<file path="src/rtl/core_bus_arbiter_pkg.sv">
// Shared encodings for the three-core bus arbiter: grant one-hots, owner indices, FSM states.
// Also holds small helpers used by the round-robin picker.
package arb_pkg;

    localparam logic [2:0] GNT_N    = 3'b001;
    localparam logic [2:0] GNT_K    = 3'b010;
    localparam logic [2:0] GNT_M    = 3'b100;
    localparam logic [2:0] GNT_NONE = 3'b000;

    localparam logic [1:0] OWN_N    = 2'd0;
    localparam logic [1:0] OWN_K    = 2'd1;
    localparam logic [1:0] OWN_M    = 2'd2;
    localparam logic [1:0] OWN_NONE = 2'd3;

    typedef enum logic [1:0] {
        IDLE  = 2'd0,
        GRANT = 2'd1,
        GAP   = 2'd2
    } arb_state_e;

    // Reduce a value in 0..4 modulo 3.
    function automatic logic [1:0] wrap3(input logic [2:0] v);
        return (v >= 3'd3) ? 2'(v - 3'd3) : v[1:0];
    endfunction

    function automatic logic [2:0] own2gnt(input logic [1:0] o);
        logic [2:0] g;
        case (o)
            OWN_N:   g = GNT_N;
            OWN_K:   g = GNT_K;
            OWN_M:   g = GNT_M;
            default: g = GNT_NONE;
        endcase
        return g;
    endfunction

endpackage

</file>
<file path="src/rtl/core_bus_arbiter_rr_pick3.sv">
// Combinational round-robin picker over three requesters.
// Search begins one past the previous winner and wraps N -> K -> M -> N.
module rr_pick3
    import arb_pkg::*;
(
    input  logic [2:0] req_i,
    input  logic [1:0] last_i,
    output logic [1:0] win_idx_o,
    output logic [2:0] win_oh_o
);

    logic [1:0] start;
    logic [1:0] idx;

    always_comb begin
        case (last_i)
            OWN_N:   start = OWN_K;
            OWN_K:   start = OWN_M;
            default: start = OWN_N;
        endcase
        win_idx_o = OWN_NONE;
        win_oh_o  = GNT_NONE;
        idx       = OWN_N;
        // Walk from lowest priority to highest so the closest candidate is written last.
        for (int i = 2; i >= 0; i--) begin
            idx = wrap3({1'b0, start} + 3'(i));
            if (req_i[idx]) begin
                win_idx_o = idx;
                win_oh_o  = own2gnt(idx);
            end
        end
    end

endmodule

</file>
<file path="src/rtl/core_bus_arbiter.sv">
// Round-robin owner of the shared 16-bit bus with a one-cycle all-zero turnaround between owners.
// Optional hold limit enabled by defining ARB_TIMEOUT_EN.
module core_bus_arbiter
    import arb_pkg::*;
#(
    parameter int MAX_HOLD = 16
) (
    input  logic       clk_i,
    input  logic       rst_ni,
    input  logic [2:0] req_i,
    input  logic [2:0] done_i,
    output logic [2:0] grant_o,
    output logic [1:0] owner_o,
    output logic       busy_o,
    output logic       timeout_o,
    output arb_state_e state_o
);

    if (MAX_HOLD < 2 || MAX_HOLD > 255) begin : g_bad_max_hold
        $error("core_bus_arbiter: MAX_HOLD must lie in 2..255");
    end

    arb_state_e state_q;
    logic [2:0] grant_q;
    logic [1:0] owner_q;
    logic [1:0] last_q;
    logic       busy_q;

    logic [1:0] pick_idx_d;
    logic [2:0] pick_oh_d;
    logic       own_done;
    logic       own_req;

    rr_pick3 u_pick (
        .req_i     (req_i),
        .last_i    (last_q),
        .win_idx_o (pick_idx_d),
        .win_oh_o  (pick_oh_d)
    );

    // grant_q is one-hot in GRANT, so masking with it selects the owner's bits.
    assign own_done = |(done_i & grant_q);
    assign own_req  = |(req_i & grant_q);

`ifdef ARB_TIMEOUT_EN
    localparam logic [7:0] HOLD_MAX = 8'(MAX_HOLD);
    localparam logic [7:0] HOLD_LIM = 8'(MAX_HOLD - 1);

    logic [7:0] hold_cnt_q;
    logic       timeout_q;
    logic       other_req;

    assign other_req = |(req_i & ~grant_q);
`endif

    always_ff @(posedge clk_i or negedge rst_ni) begin
        if (!rst_ni) begin
            state_q    <= IDLE;
            grant_q    <= GNT_NONE;
            owner_q    <= OWN_NONE;
            last_q     <= OWN_M;
            busy_q     <= 1'b0;
`ifdef ARB_TIMEOUT_EN
            hold_cnt_q <= 8'd0;
            timeout_q  <= 1'b0;
`endif
        end else begin
`ifdef ARB_TIMEOUT_EN
            timeout_q <= 1'b0;
`endif
            case (state_q)
                IDLE: begin
                    if (|req_i) begin
                        state_q    <= GRANT;
                        grant_q    <= pick_oh_d;
                        owner_q    <= pick_idx_d;
                        last_q     <= pick_idx_d;
                        busy_q     <= 1'b1;
`ifdef ARB_TIMEOUT_EN
                        hold_cnt_q <= 8'd0;
`endif
                    end
                end
                GRANT: begin
                    if (own_done || !own_req) begin
                        state_q <= GAP;
                        grant_q <= GNT_NONE;
                        owner_q <= OWN_NONE;
                        busy_q  <= 1'b0;
                    end
`ifdef ARB_TIMEOUT_EN
                    // >= also catches a counter that saturated before a competitor showed up.
                    else if (other_req && hold_cnt_q >= HOLD_LIM) begin
                        state_q   <= GAP;
                        grant_q   <= GNT_NONE;
                        owner_q   <= OWN_NONE;
                        busy_q    <= 1'b0;
                        timeout_q <= 1'b1;
                    end else if (hold_cnt_q != HOLD_MAX) begin
                        hold_cnt_q <= hold_cnt_q + 8'd1;
                    end
`endif
                end
                GAP: begin
                    state_q <= IDLE;
                end
                default: begin
                    state_q <= IDLE;
                    grant_q <= GNT_NONE;
                    owner_q <= OWN_NONE;
                    busy_q  <= 1'b0;
                end
            endcase
        end
    end

    assign grant_o = grant_q;
    assign owner_o = owner_q;
    assign busy_o  = busy_q;
    assign state_o = state_q;
`ifdef ARB_TIMEOUT_EN
    assign timeout_o = timeout_q;
`else
    assign timeout_o = 1'b0;
`endif

endmodule

</file>
<file path="config.mk">
export PLATFORM = sky130hd
export DESIGN_NAME = core_bus_arbiter
export DESIGN_NICKNAME = d
export VERILOG_FILES = /design/src/rtl/core_bus_arbiter_pkg.sv /design/src/rtl/core_bus_arbiter_rr_pick3.sv /design/src/rtl/core_bus_arbiter.sv
export SDC_FILE = /design/constraint.sdc
export NUM_CORES = 1
export LEC_CHECK = 0
export CAP_MARGIN = 0
export CELL_PAD_IN_SITES_DETAIL_PLACEMENT = 1
export CELL_PAD_IN_SITES_GLOBAL_PLACEMENT = 1
export CORE_MARGIN = 4
export CORE_UTILIZATION = 34
export CTS_CLUSTER_DIAMETER = 150
export DETAILED_ROUTE_END_ITERATION = 8
export PLACE_DENSITY_LB_ADDON = 0.1
export SKIP_LAST_GASP = 1
export SYNTH_ARGS = -nofsm -noshare
export SYNTH_HDL_FRONTEND = slang
export SYNTH_SLANG_ARGS = --single-unit
</file>
<file path="constraint.sdc">
create_clock -name clk_i -period 2.2 [get_ports clk_i]
set_clock_uncertainty 0.15 [all_clocks]
set_input_delay 0.33 -clock clk_i [delete_from_list [all_inputs] [get_ports clk_i]]
set_output_delay 0.33 -clock clk_i [all_outputs]
set_load 0.02 [all_outputs]
</file>
==> impl_metrics.csv, run 1 <==
group,metric,value,unit
status,status,"finished, final reports clean",
sta,fmax,532,MHz
worst_hold_path,hp-class,"in2async",
sta,layout_min_cycle_time,1.88,ns
place,place_ws,0.281,ns
clock_network,ctsHtreeMaxLevel,1,
setup_path,crit_path_max_incr_delay,0.60,ns
routing,drtIter0Drc,4,
routing,drc,0,
synth,postSynthAreaPerCell,10.7,sq um
clock_network,clockBufferDepth,2,
sta,worst_slack,0.320,ns
global_route,antenna_found_initial,0,
cells_and_area,final_common_cell,"clkdlybuf4s50_1",
clock_network,cts_hold_buffers,0,
place,post-dp-hpwl,948,um
pwr,comb_power_share,49.7,%
synth,syn-num-nets,56,
routing,wl,1220,um
synth,synth_edf_count,0,
routing,wire_per_inst,14.6,um
global_route,overflow,0,
cells_and_area,fin_util,53.4,%
setup_path,crit_chain,"clkdlybuf4s50_1",
routing,ant_nets,0,
setup_path,end_kind,"output pin",
global_route,grt_max_degree,11,
clock_network,clk_pin_slew,0.07,ns
sta,finalHoldViolations,0,
pwr,pwr_density_cell,1490,nW/um^2
sta,setup_viol,0,
synth,synth_seq_area_share,49.5,%
pwr,p_int,0.671,mW
setup_path,cp_max_fo,2,
routing,viasPerCell,5.45,
global_route,grt_pass1_wl,2110,um
cells_and_area,layout_common_cells,"clkdlybuf4s50_1, dfrtp_1, nor2_1",
synth,synthArstFlopShare,100,%
clock_network,root_buffer,"clkbuf_4",
synth,yosysTopAreaCell,"dfrtp_1",
synth,synth_top_area_share,34.1,%
cells_and_area,nNetsFinal,78,
pwr,ir_drop,0.665,mV
global_route,grt_pass1_vias,465,
floorplan,core,1370,sq um
setup_path,cp_slowest_cell,"clkdlybuf4s50_1",
cells_and_area,area_delta_synth_final,42.2,%
synth,synthTopCellsByArea,"dfrtp_1, dfstp_2, a32o_1",
pwr,clkPwrFrac,15.1,%
place,place_inst,80,
clock_network,insertion_delay,0.27,ns
floorplan,die_x,46.8,um
clock_network,cts_sinks,10,
cells_and_area,drive_gt1_share,21.7,%
synth,yosys_register_bits,10,
sta,tns,0,ns
setup_path,cp.arrival,1.40,ns
global_route,grtUsageTotal,13.9,%
routing,drtPass1Iterations,4,
setup_path,worst_setup_path_start_kind,"flip-flop",
cells_and_area,final_cells,84,
setup_path,required,1.72,ns
place,gp_congestion,0.778,
pwr,p_seq_share,35.2,%
clock_network,post-cts-setup-buffers,0,
synth,synthFlopType,"dfrtp_1",
routing,vias,458,
pwr,p_sw,0.415,mW
sta,fin_crit_sh,85.5,%
setup_path,worst-path-buf-inv,1,
setup_path,cpLargestDelayFamily,"buffers and inverters",
synth,yosysWarnings,0,
floorplan,rows,13,
clock_network,cts_tree,"done",
sta,rsz0062_at_grt,"no",
synth,synth.distinct_cells,24,
clock_network,cts_made_buffers,3,
synth,syn_area,513,sq um
floorplan,fp.dieArea,2190,sq um
floorplan,start_util,37.5,%
floorplan,io_pins,17,
pwr,p_leak,0.315,nW
job,cap_viol_max_count,0,
cells_and_area,antenna_cells,0,
clock_network,ctsResizeCount,0,
sta,drv_slew,0,
synth,synth_cells,48,
place,port_buffers,15,
pwr,power_switching_share,38.2,%
setup_path,path_class,"reg2out",
floorplan,die_h,46.8,um
logic make-up after synthesis:
group                  Yosys count  share of synthesized area [%]
muxes                            1                           1.95
DFF                             10                           49.5
other                            1                          0.731
and+or+nand+nor                 14                           16.1
buffers and inverters            4                           5.12
AOI/OAI and AO/OA               18                           26.6
sequential cells by signal, summed over array words and instances (netlist names):
register	count
last_q	2
grant_o	3
busy_o	1
owner_o	2
state_o	2
final timing paths:
check	startpoint	to	slack (ns)	cells after the start
max in group asynchronous	rst_ni	last_q[1]	1.33	1
max	owner_o[0]	owner_o[0]	0.32	1
min reg2reg	owner_o[0]	owner_o[0]	0.32	2
min	rst_ni	grant_o[1]	0.22	1
max reg2reg	grant_o[1]	grant_o[2]	0.68	4
min in group clk_i	owner_o[0]	owner_o[0]	0.32	2
power by group through the flow:
stage | Sequential [mW] | Combinational, mW | Clock, mW
finish | 0.382 | 0.539 | 0.164
detailed placement | 0.386 | 0.545 | 0
global placement | 0.384 | 0.546 | 0
global route | 0.401 | 0.593 | 0.183
floorplan | 0.454 | 0.239 | 0
CTS | 0.383 | 0.547 | 0.170
area by class of cell:
type | count | area, sq um
fill | 161 | 637
sequential | 10 | 254
multi-input combinational | 34 | 233
timing repair buffer | 19 | 180
clock buffer | 4 | 36.3
tap | 15 | 18.8
inverter | 2 | 7.51
Yosys cell counts, types with 2 or more instances:
cell / n
dfstp_2: 3
dfrtp_1: 7
nor3_1: 2
a21oi_1: 2
nor2_1: 6
and2b_1: 2
o22ai_1: 2
a22oi_1: 2
a32o_1: 4
o21bai_1: 2
o21ai_0: 2
inv_1: 2
metal layers:
metal  vias to the layer above  track usage [%]  share of wire (%)
li1                        223                -                  -
met1                       218             18.4                 45
met2                        17             21.1                 45
met3                         0             7.28                9.6
met4                         0             1.66                  0
met5                         -                0                  0
stage by stage:
stage          instance area [sq um]  hold WS, ns  total power [mW]
2_1_floorplan                    513       -0.116             0.693
3_3_place_gp                     693        0.313             0.930
3_5_place_dp                     693        0.307             0.931
4_1_cts                          729        0.242              1.10
6_report                         729        0.221              1.09
5_1_grt                          729        0.244              1.18
Note: power is estimated with default switching activity, not from simulation.
==> run 2: changes to the inputs <==
ABC_AREA = 1   (was not set)
CELL_PAD_IN_SITES_DETAIL_PLACEMENT = 2   (was 1)
CELL_PAD_IN_SITES_GLOBAL_PLACEMENT = 2   (was 1)
CORE_UTILIZATION = 27   (was 34)
HOLD_SLACK_MARGIN = 0.15   (was not set)
==> run 2 against run 1 <==
  * Global-route usage is 0.088 points lower
  * Non-clock buffer count decreased by 4
  * Cell count is 58% higher
  * Setup slack got worse by 0.014 ns
  * Sequential share of layout area down 4.4 points
  * Critical path depth is the same
  * Die area rose by 47%
  * Area after synthesis grew 25%
  * Sequential power increased by 2%
  * Largest power group unchanged
  * Critical endpoint is now owner_o[1]
  * Utilization shrank 16 points
  * Highest routed layer is now met4
  * Synthesized cell count up 83%
==> impl_metrics.csv, run 2 <==
group,metric,value,unit
sta,setup_viol,0,
setup_path,crit_cells,1,
sta,rsz0062_at_grt,"no",
cells_and_area,largest_register_ffs,3,
setup_path,r2r_slack,0.58,ns
cells_and_area,layout_common_cells,"nand2_1, clkdlybuf4s50_1, inv_2, nand3_1, dfrtp_1",
place,port_buffers,15,
clock_network,clk_pin_slew,0.07,ns
synth,synthFlopType,"dfrtp_1",
setup_path,worst_setup_path_start_kind,"flip-flop",
cells_and_area,area_delta_synth_final,30.0,%
setup_path,end_kind,"output pin",
setup_path,required,1.72,ns
setup_path,crit_path_max_incr_delay,0.60,ns
global_route,antenna_found_initial,0,
routing,wl_met2,936,um
pwr,pwr_density_cell,1540,nW/um^2
worst_hold_path,hp-class,"in2async",
routing,drc,0,
cells_and_area,drive_gt1_share,22.9,%
global_route,grt_max_degree,11,
cells_and_area,antenna_cells,0,
place,post-dp-hpwl,1600,um
floorplan,core,2230,sq um
routing,topRoutingLayerUsed,"met4",
floorplan,die_h,56.8,um
setup_path,cp_slowest_cell,"clkdlybuf4s50_1",
synth,synth.distinct_cells,19,
clock_network,cts_hold_buffers,0,
clock_network,cts_made_buffers,3,
clock_network,insertion_delay,0.27,ns
synth,synthMostInstantiatedCell,"nand2_1",
job,cap_viol_max_count,0,
pwr,ir_drop,0.610,mV
routing,vias,651,
clock_network,cts_tree,"done",
setup_path,r2r-start,"last_q[1]",
floorplan,die_x,56.8,um
sta,drv_slew,0,
synth,postSynthAreaPerCell,7.31,sq um
setup_path,worst-path-buf-inv,1,
routing,viasPerCell,4.89,
setup_path,worstRegToRegCells,8,
cells_and_area,final_common_cell,"nand2_1",
synth,yosysTopAreaCell,"dfrtp_1",
floorplan,start_util,28.8,%
setup_path,crit_end,"owner_o[1]",
synth,synth_top_area_share,27.2,%
sta,fmax,528,MHz
global_route,grtUsageTotal,13.9,%
synth,synth_seq_area_share,39.5,%
synth,synth_cells,88,
global_route,grt_pass1_wl,3450,um
routing,drtPass1Iterations,3,
sta,fin_crit_sh,86.1,%
clock_network,post-cts-setup-buffers,0,
global_route,grt_pass1_vias,692,
setup_path,cp_max_fo,2,
pwr,design_power_total,1.28,mW
routing,wl_met3,66,um
setup_path,path_class,"reg2out",
setup_path,cpLargestDelayFamily,"buffers and inverters",
floorplan,rows,17,
clock_network,root_buffer,"clkbuf_4",
routing,wire_per_inst,15.0,um
sta,worst_slack,0.305,ns
synth,syn-num-nets,96,
setup_path,cp.arrival,1.41,ns
synth,syn_area,643,sq um
routing,ant_nets,0,
clock_network,clockBufferDepth,2,
routing,met1_length,978,um
synth,synthTopCellsByArea,"dfrtp_1, nand2_1, dfstp_2",
place,gp_congestion,0.818,
status,status,"finished, final reports clean",
routing,drtIter0Drc,7,
clock_network,ctsHtreeMaxLevel,1,
floorplan,io_pins,17,
floorplan,fp.dieArea,3230,sq um
pwr,p_leak,0.401,nW
setup_path,crit_chain,"clkdlybuf4s50_1",
synth,yosysWarnings,0,
sta,finalHoldViolations,0,
routing,wl,1990,um
synth,yosys_register_bits,10,
synth,synthArstFlopShare,100,%
global_route,overflow,0,
cells_and_area,nFillCells,257,
place,place_ws,0.264,ns
clock_network,ctsResizeCount,0,
cells_and_area,nNetsFinal,114,
sta,tns,0,ns
synth,synth_common_cells,"nand2_1, dfrtp_1, inv_2, nand3_1, o21ai_1",
sta,timing.hold.ws,0.239,ns
synth,synth_edf_count,0,
setup_path,rr_endpoint,"last_q[0]",
sta,layout_min_cycle_time,1.89,ns
clock_network,cts_sinks,10,
setup_path,startpoint,"owner_o[1]",
run 2: changes by cell type after synthesis, moves of 3 or more:
cell,change
a21oi_1,+3
a32o_1,-4
inv_2,+7
nand2_1,+28
nand2_2,+5
nand3_1,+7
nand3_2,+3
nor2_1,-3
o21ai_1,+6
run 2: power breakdown:
group / switching [mW] / internal (mW)
Clock: 0.0692 / 0.0702
Sequential: 0.104 / 0.287
Combinational: 0.455 / 0.298
Total: 0.629 / 0.655
run 2: routing by layer:
metal	global-route usage, %	vias up
met5	0	-
met4	1.99	0
met3	4.60	2
met2	21.6	11
met1	19.0	323
li1	-	315
run 2: area by class of cell:
cell class                      instances  area, sq um  area share, %
Sequential cell                        10          254           30.4
Clock buffer                            4         26.3           3.14
Inverter                               10         37.5           4.49
Multi-Input combinational cell         66          333           39.8
Timing Repair Buffer                   15          150           18.0
Tap cell                               28         35.0           4.19
run 2: logic make-up after synthesis:
kind of cell           share of synthesized area (%)
AOI/OAI and AO/OA                               11.1
buffers and inverters                           8.76
DFF                                             39.5
other                                          0.583
and+or+nand+nor                                 40.1
run 2: stage by stage:
step,std cells,utilization [%],area (sq um)
final,133,37.4,836
after global routing,133,37.4,836
after CTS,133,37.4,836
after detailed placement,129,36.2,810
after global placement,129,36.2,810
after floorplan,88,-,643
run 2: worst min path at each step:
stage	endpoint	slack (ns)	cells past startpoint
3_5_place_dp	busy_o	0.32	2
5_1_grt	grant_o[0]	0.26	1
6_report	state_o[1]	0.24	1
3_3_place_gp	busy_o	0.31	2
2_1_floorplan	busy_o	-0.12	0
4_1_cts	grant_o[1]	0.25	1
